[src/rtl/bus_arbiter2.sv]
// Two-requester arbiter for a shared payload mux with a bounded burst length.
// Alternates fairly on contention and registers the selected word plus a valid flag.
module bus_arbiter2 #(
    parameter int WIDTH    = 32,
    parameter int MAXBURST = 4
) (
    input  logic             clk,
    input  logic             rst,
    input  logic             req0,
    input  logic             req1,
    input  logic [WIDTH-1:0] d0,
    input  logic [WIDTH-1:0] d1,
    output logic             gnt0,
    output logic             gnt1,
    output logic             sel,
    output logic [WIDTH-1:0] out_data,
    output logic             out_valid
);

    localparam int CW = (MAXBURST > 1) ? $clog2(MAXBURST) : 1;
    localparam logic [CW-1:0] CMAX = CW'(MAXBURST - 1);

    typedef enum logic [1:0] {
        IDLE,
        G0,
        G1
    } state_t;

    state_t          state;
    state_t          state_nxt;
    logic            last;
    logic            last_nxt;
    logic [CW-1:0]   cnt;
    logic [CW-1:0]   cnt_nxt;
    logic            sel_nxt;
    logic            burst_done;
    logic            entry;
    logic            xfer;

    always_ff @(posedge clk or posedge rst) begin
        if (rst) begin
            state <= IDLE;
            last  <= 1'b1;
            cnt   <= '0;
            sel   <= 1'b0;
        end else begin
            state <= state_nxt;
            last  <= last_nxt;
            cnt   <= cnt_nxt;
            sel   <= sel_nxt;
        end
    end

    always_comb begin
        state_nxt  = state;
        burst_done = (cnt == CMAX);
        case (state)
            IDLE: begin
                if (req0 && req1)
                    state_nxt = last ? G0 : G1;
                else if (req0)
                    state_nxt = G0;
                else if (req1)
                    state_nxt = G1;
            end
            G0: begin
                if (req0) begin
                    if (burst_done && req1)
                        state_nxt = G1;
                end else begin
                    state_nxt = req1 ? G1 : IDLE;
                end
            end
            G1: begin
                if (req1) begin
                    if (burst_done && req0)
                        state_nxt = G0;
                end else begin
                    state_nxt = req0 ? G0 : IDLE;
                end
            end
            default: state_nxt = IDLE;
        endcase
    end

    // A grant entry is any move into G0/G1 from a different state, including a direct handover.
    always_comb begin
        entry    = (state_nxt != state) && (state_nxt != IDLE);
        cnt_nxt  = cnt;
        last_nxt = last;
        sel_nxt  = sel;
        if (entry) begin
            cnt_nxt  = '0;
            last_nxt = (state_nxt == G1);
        end else if (state_nxt != IDLE && cnt != CMAX) begin
            cnt_nxt = cnt + CW'(1);
        end
        if (state_nxt == G1)
            sel_nxt = 1'b1;
        else if (state_nxt == G0)
            sel_nxt = 1'b0;
    end

    assign gnt0 = (state == G0);
    assign gnt1 = (state == G1);
    assign xfer = (gnt0 && req0) || (gnt1 && req1);

    always_ff @(posedge clk or posedge rst) begin
        if (rst) begin
            out_data  <= '0;
            out_valid <= 1'b0;
        end else begin
            out_valid <= xfer;
            if (xfer)
                out_data <= gnt1 ? d1 : d0;
        end
    end

endmodule

[config.mk]
export PLATFORM = sky130hd
export DESIGN_NAME = bus_arbiter2
export DESIGN_NICKNAME = d
export VERILOG_FILES = /design/src/rtl/bus_arbiter2.sv
export SDC_FILE = /design/constraint.sdc
export NUM_CORES = 1
export LEC_CHECK = 0
export BUFFER_PORTS_ARGS = -buffer_cell sky130_fd_sc_hd__buf_2
export CORE_ASPECT_RATIO = 1.1
export CORE_UTILIZATION = 49
export CTS_BUF_LIST = sky130_fd_sc_hd__clkbuf_4
export DETAILED_ROUTE_END_ITERATION = 16
export PLACE_DENSITY = 0.87
export SYNTH_ARGS = -nofsm -noshare
export SYNTH_HDL_FRONTEND = slang
export SYNTH_SLANG_ARGS = --single-unit
[constraint.sdc]
create_clock -name clk -period 4.2 [get_ports clk]
set_input_delay 0.84 -clock clk [delete_from_list [all_inputs] [get_ports clk]]
set_output_delay 0.84 -clock clk [all_outputs]
set_load 0.02 [all_outputs]
==> results of run 1 <==
## worst min-delay path by stage
| stage | from | end | cells after the start |
|---|---|---|---|
| floorplan | cnt[1] | cnt[1] | 1 |
| finish | out_data[11] | out_data[11] | 2 |
| CTS | out_data[11] | out_data[11] | 2 |
| global placement | out_data[2] | out_data[2] | 2 |
| global route | out_data[2] | out_data[2] | 2 |
| detailed placement | out_data[12] | out_data[12] | 2 |
## cell type report
type,instances,area [um2],share of cell area [%]
Timing Repair Buffer,106,538,21.6
Inverter,3,11.3,0.452
Clock buffer,5,37.5,1.51
Clock inverter,3,20.0,0.803
Tap cell,50,62.6,2.51
Sequential cell,39,977,39.2
Multi-Input combinational cell,125,846,33.9
## synth_stat cells (all sizes together)
cell / instances
dfrtp: 38
clkbuf: 3
mux2: 3
nor2b: 2
nor2: 1
inv: 3
and3: 2
a21boi: 1
a22o: 1
o21ai: 33
a211oi: 1
xor2: 1
o32ai: 1
nand2b: 1
mux2i: 33
buf: 8
nor3: 1
nand3b: 1
ha: 3
a32o: 1
nand2: 35
a21o: 2
dfstp: 1
nand3: 2
## stage by stage
step	instances	hold WS [ns]	power (mW)
after global placement	323	0.457	1.38
final	331	0.487	1.59
after global routing	331	0.516	1.71
after detailed placement	323	0.466	1.42
after floorplan	178	0.470	1.15
after CTS	331	0.493	1.61
## cell usage in the layout (no fill, tap or decap), types with 3 or more instances in the layout
cell	instances
dfrtp_1	38
buf_4	3
ha_1	3
mux2i_1	33
buf_2	103
o21ai_0	33
nand2_1	35
clkbuf_4	5
## registers in the layout (all words and copies together), names as in the netlist
signal     flops
cnt            2
last           1
out_data      32
out_valid      1
sel            1
state          2
## power breakdown
part           internal [mW]  total, mW  switching, mW
registers              0.555      0.650         0.0946
logic                  0.279      0.753          0.474
clock network         0.0639      0.189          0.125
## layer usage
| metal | part of all wire, % | up-vias | GRT usage, % |
|---|---|---|---|
| li1 | - | 824 | - |
| met1 | 40 | 746 | 23.3 |
| met2 | 51 | 63 | 41.0 |
| met3 | 6.8 | 8 | 5.24 |
| met4 | 1.6 | 0 | 9.38 |
| met5 | 0 | - | 0 |
## tightest hold or removal path, delay by kind of cell (launching register included)
kind / cells / cell delay, ns
simple gates: 1 / 0.04
compound gates: 1 / 0.06
flops: 1 / 0.35
## cells by family (layout without fill, tap and decap cells)
kind of cell / after synthesis / in the layout
AO/OA/AOI/OAI: 40 / 40
flip-flops: 39 / 39
buffers and inverters: 14 / 117
adder cells (fa/ha/maj): 3 / 3
multiplexers: 36 / 36
XOR/XNOR: 1 / 1
AND/OR/NAND/NOR: 45 / 45
==> run metrics, run 1 <==
Worst path max stage delay=~0.51 ns; area share of the largest cell type after synthesis=around 50%; Pre-Repair DR Iteration Count=4; worst min path class=reg -> reg; Peak Freq=between 400 and 500 MHz; Final Hold Vio Count=0; Mapped Area=1880 um2; mux share of post-synthesis cell area=between 10% and 20%; Max FO, Critical Path=7; P_leak=1.33 nW; status=completed; fillers=~310; area grow syn2layout=32.3%; Bufs on Longest Clock Path=2; Final Worst Setup Slack=between 1.5 and 2 ns; CTS Sinks=39; hold-fix buffers at CTS=0; critical path cell sequence=nor2b_1 > buf_2; htree depth=2; CTS tree=yes; area post-placement=2430 um2; Iteration-0 DRC Markers=50; Compound-Gate Fraction of Synth Area=about an eighth; reg-to-reg slack, setup=2.00 ns; final worst path period share=52.8%; critical setup path kind=reg -> out; largest net degree at the start of global routing=between 40 and 50; clk_lat worst skew=approximately 0.35 ns; vias in the first global route=1579; synth top area cells=dfrtp_1 (50%), mux2i_1 (18%), o21ai_0 (8.8%); CP Depth=2; crit path to=gnt0; Die W=61.1 um; r2r endpoint=last; critical path arrival=1.38 ns; Adder-Cell Fraction of Synth Area=1.99%; xor/xnor share of the synthesized area=less than 1%; first-pass GRT wire length=6.53 mm; Mapped Cells=roughly 180; nets=roughly 350; CTS root buf=clkbuf_4; Post-Route Utilization=between 60% and 70%; CP startpoint=state[0]; Port Buffers=approximately 100; Req. time, crit path=3.36 ns; DRC viols=0; Die H=67.0 um; Max Cap Violations=0; YS warnings=0; CTS resizes=0; simple-gate share of the synthesized area=10.0%; post-layout min period=between 2 and 2.5 ns; initial core utilization=51.6%; RSZ-0062 raised after global routing=no; num rows=23; worst slack at placement=1.72 ns; Yosys cell types=28; Setup TNS=0 ns; critical path startpoint category=flip-flop; main combinational cell family by area after synthesis=multiplexers; IO Count=between 100 and 150; syn_area_per_cell=10.6 um2; IR drop worst, VDD=approximately 0.32 mV; fraction of layout cells with a size suffix above 1=between 40% and 50%; Final Max Tran Viols=0; via count=approximately 1600; gpl congestion=between 0.7 and 0.8; register area share after synthesis=51.9%; drt via density=between 4 and 5; worst clock skew=about 0.015 ns; syn nets=about 250; Num CTS Buffers=5; worst slew pin tran=roughly 0.54 ns; Seq cells post-synth=39; initial antenna violation count=0; drt wl/cell=around 13 um; total die area=4100 um2; CP Buf/Inv Count=1; Total Routing Usage GR=around 22%; Setup crit end kind=output port; top cell type by total area after synthesis=dfrtp_1; Ant. Diodes=0; Post-DRT Antenna Nets=0; Total Wirelength=4.19 mm; clock slew at reported path FFs=roughly 0.12 ns; CORE AREA=roughly 3700 um2; final setup vio count=0; design area=approximately 2500 um2; Relative slew margins=approximately 64%; cell family with most CP delay=flip-flops; r2r startpoint=cnt[0]; Slowest-stage cell, CP=dfrtp_1; setup bufs post-CTS=0; detailed placement HPWL=roughly 3.1 mm; cell count of the worst reg-to-reg path=8; power density over cell area=~640 nW/um2; total grt overflow=0
Power figures use the tool's default switching activity.
==> inputs of run 2 (changes only) <==
- CORE_UTILIZATION: 49 -> 41
- PLACE_DENSITY: 0.87 -> 0.78
- clock period: 4.2 -> 2 ns (I/O delays scaled with it)
==> run 2 against run 1 <==
Compared with the run above:
- sequential cell count unchanged
- global-route usage decreased by 4.3 points
- power increased by 120%
- first-iteration DRC count decreased by 16%
- sequential share of layout area decreased by 1.7 points
- count of clock-buffer cells in the layout increased by 3
- non-clock buffer count increased by 7
- critical path type is now reg -> reg
==> run metrics, run 2 (same netlist as run 1, synthesis figures left out) <==
IO Count=104 (unchanged); Die W=66.6 um (was 61.1 um); total die area=4870 um2 (was 4100 um2); final setup vio count=0 (unchanged); Num CTS Buffers=5 (unchanged); Final Hold Vio Count=0 (unchanged); Final Max Tran Viols=0 (unchanged); via count=1633 (was 1641); final worst path period share=99.8%; P_leak=1.38 nW (was 1.33 nW); num rows=25 (was 23); worst min path class=in -> async (was reg -> reg); CTS tree=yes (unchanged); max reg flops=32 (unchanged); critical path arrival=2.27 ns (was 1.38 ns); most frequent cells in the layout=buf_2 (103), dfrtp_1 (38), nand2_1 (34) (was buf_2 (103), dfrtp_1 (38), nand2_1 (35)); commonest non-fill, non-tap cell in the layout=buf_2 (unchanged); CTS Sinks=39 (unchanged); Req. time, crit path=2.28 ns (was 3.36 ns); fillers=393 (was 305); clock slew at reported path FFs=0.11 ns (was 0.12 ns); nets=358 (was 351); detailed placement HPWL=3.29 mm (was 3.14 mm); power density over cell area=1320 nW/um2 (was 639 nW/um2); setup bufs post-CTS=0 (unchanged); Bufs on Longest Clock Path=2 (unchanged); Iteration-0 DRC Markers=42 (was 50); worst slew pin tran=0.597 ns (was 0.536 ns); Die H=73.1 um (was 67.0 um); Relative slew margins=60.2% (was 64.3%); initial core utilization=43.3% (was 51.6%); Peak Freq=roughly 500 MHz; CORE AREA=4350 um2 (was 3650 um2); reg-to-reg slack, setup=0.004 ns (was 2.00 ns); drt via density=4.77 (was 4.96); Ant. Diodes=0 (unchanged); Max Cap Violations=0 (unchanged); r2r endpoint=last (unchanged); vias in the first global route=1527 (was 1579); area post-placement=2510 um2 (was 2430 um2); RSZ-0062 raised after global routing=yes (was no); worst clock skew=0.00841 ns (was 0.0150 ns); critical setup path kind=reg -> reg (was reg -> out); Setup crit end kind=flip-flop (was output port); cell count of the worst reg-to-reg path=8 (unchanged); Port Buffers=103 (unchanged); fraction of layout cells with a size suffix above 1=46.2% (was 43.1%); first-pass GRT wire length=6.51 mm (was 6.53 mm); Top reg by flops=out_data (unchanged); hold-fix buffers at CTS=0 (unchanged); initial antenna violation count=0 (unchanged); drt wl/cell=12.0 um (was 12.7 um); area grow syn2layout=38.2% (was 32.3%); Cells after DPL=334 (was 323); Largest regs=out_data (32), cnt (2), state (2) (unchanged); total grt overflow=0 (unchanged); r2r startpoint=cnt[1] (was cnt[0]); design area=2610 um2 (was 2490 um2); critical path startpoint category=flip-flop (unchanged); gpl congestion=0.768 (was 0.755); post-route insts no fill=342 (was 331); IR drop worst, VDD=0.583 mV (was 0.322 mV); Pre-Repair DR Iteration Count=4 (unchanged); DRC viols=0 (unchanged); CTS root buf=clkbuf_4 (unchanged); htree depth=2 (unchanged); Total Routing Usage GR=17.9% (was 22.2%); Total Wirelength=4.09 mm (was 4.19 mm); status=completed (unchanged); Post-DRT Antenna Nets=0 (unchanged); post-layout min period=2.00 ns; Max FO, Critical Path=4 (was 7); largest net degree at the start of global routing=26 (was 48); clk_lat worst skew=0.33 ns (was 0.35 ns)
run 2: changes by cell type in the layout (fill, tap and decap cells not counted), sizes merged:
| cell | previous run | this run |
|---|---|---|
| clkinvlp | 2 | 0 |
| clkinv | 1 | 0 |
| buf | 106 | 113 |
| clkbuf | 5 | 8 |
run 2: worst max-delay path: stages, from the launching register on:
cell	delay, ns
dfrtp_1	0.42
ha_4	0.19
mux2_4	0.31
a21o_1	0.16
nand2_2	0.07
nand3_2	0.09
ha_4	0.18
a211oi_2	0.19
mux2_4	0.32
run 2: per-stage QoR:
step | setup slack, ns | hold WS [ns] | util (%) | power, mW | TNS [ns]
after global routing | -0.0517 | 0.136 | 59.9 | 3.70 | -0.0517
after floorplan | 0.0225 | 0.474 | - | 2.41 | 0
after detailed placement | -0.0789 | 0.466 | 57.7 | 3.03 | -0.0802
final | 0.00354 | 0.108 | 59.9 | 3.44 | 0
after CTS | -0.0156 | 0.122 | 59.8 | 3.47 | -0.0156
after global placement | 0.0313 | 0.458 | 57.7 | 2.95 | 0
run 2: report_power, final:
| part | switching, mW | internal (mW) |
|---|---|---|
| clock | 0.230 | 0.181 |
| combinational | 1.01 | 0.655 |
| sequential | 0.196 | 1.17 |
run 2: layout make-up:
cell class,instances,area (um2),area share (%)
multi-input combinational,125,886,34.0
clock buffer,8,60.1,2.31
sequential,39,977,37.5
tap,54,67.6,2.59
timing repair buffer,113,603,23.2
inverter,3,11.3,0.432
run 2: layer usage:
metal  vias to the layer above  GRT usage (%)  wire (um)
li1                        831              -          -
met1                       730           19.4       1620
met2                        64           33.1       2090
met3                         8           4.69        292
met4                         0           6.38         78
met5                         -              0          0
run 2: what timing repair did:
item | CTS | global route
setup endpoints to repair | 3 | 1
pin swaps | 1 | 0
gates cloned | 0 | 0
resized for setup | 5 | 2
run 2: worst max-delay path by stage:
stage            from  slack, ns  endpoint
2_1_floorplan  cnt[0]       0.02      last
3_3_place_gp   cnt[0]       0.03      last
3_5_place_dp   cnt[0]      -0.08      last
4_1_cts        cnt[1]      -0.02      last
5_1_grt        cnt[1]      -0.05      last
6_report       cnt[1]      0.004      last
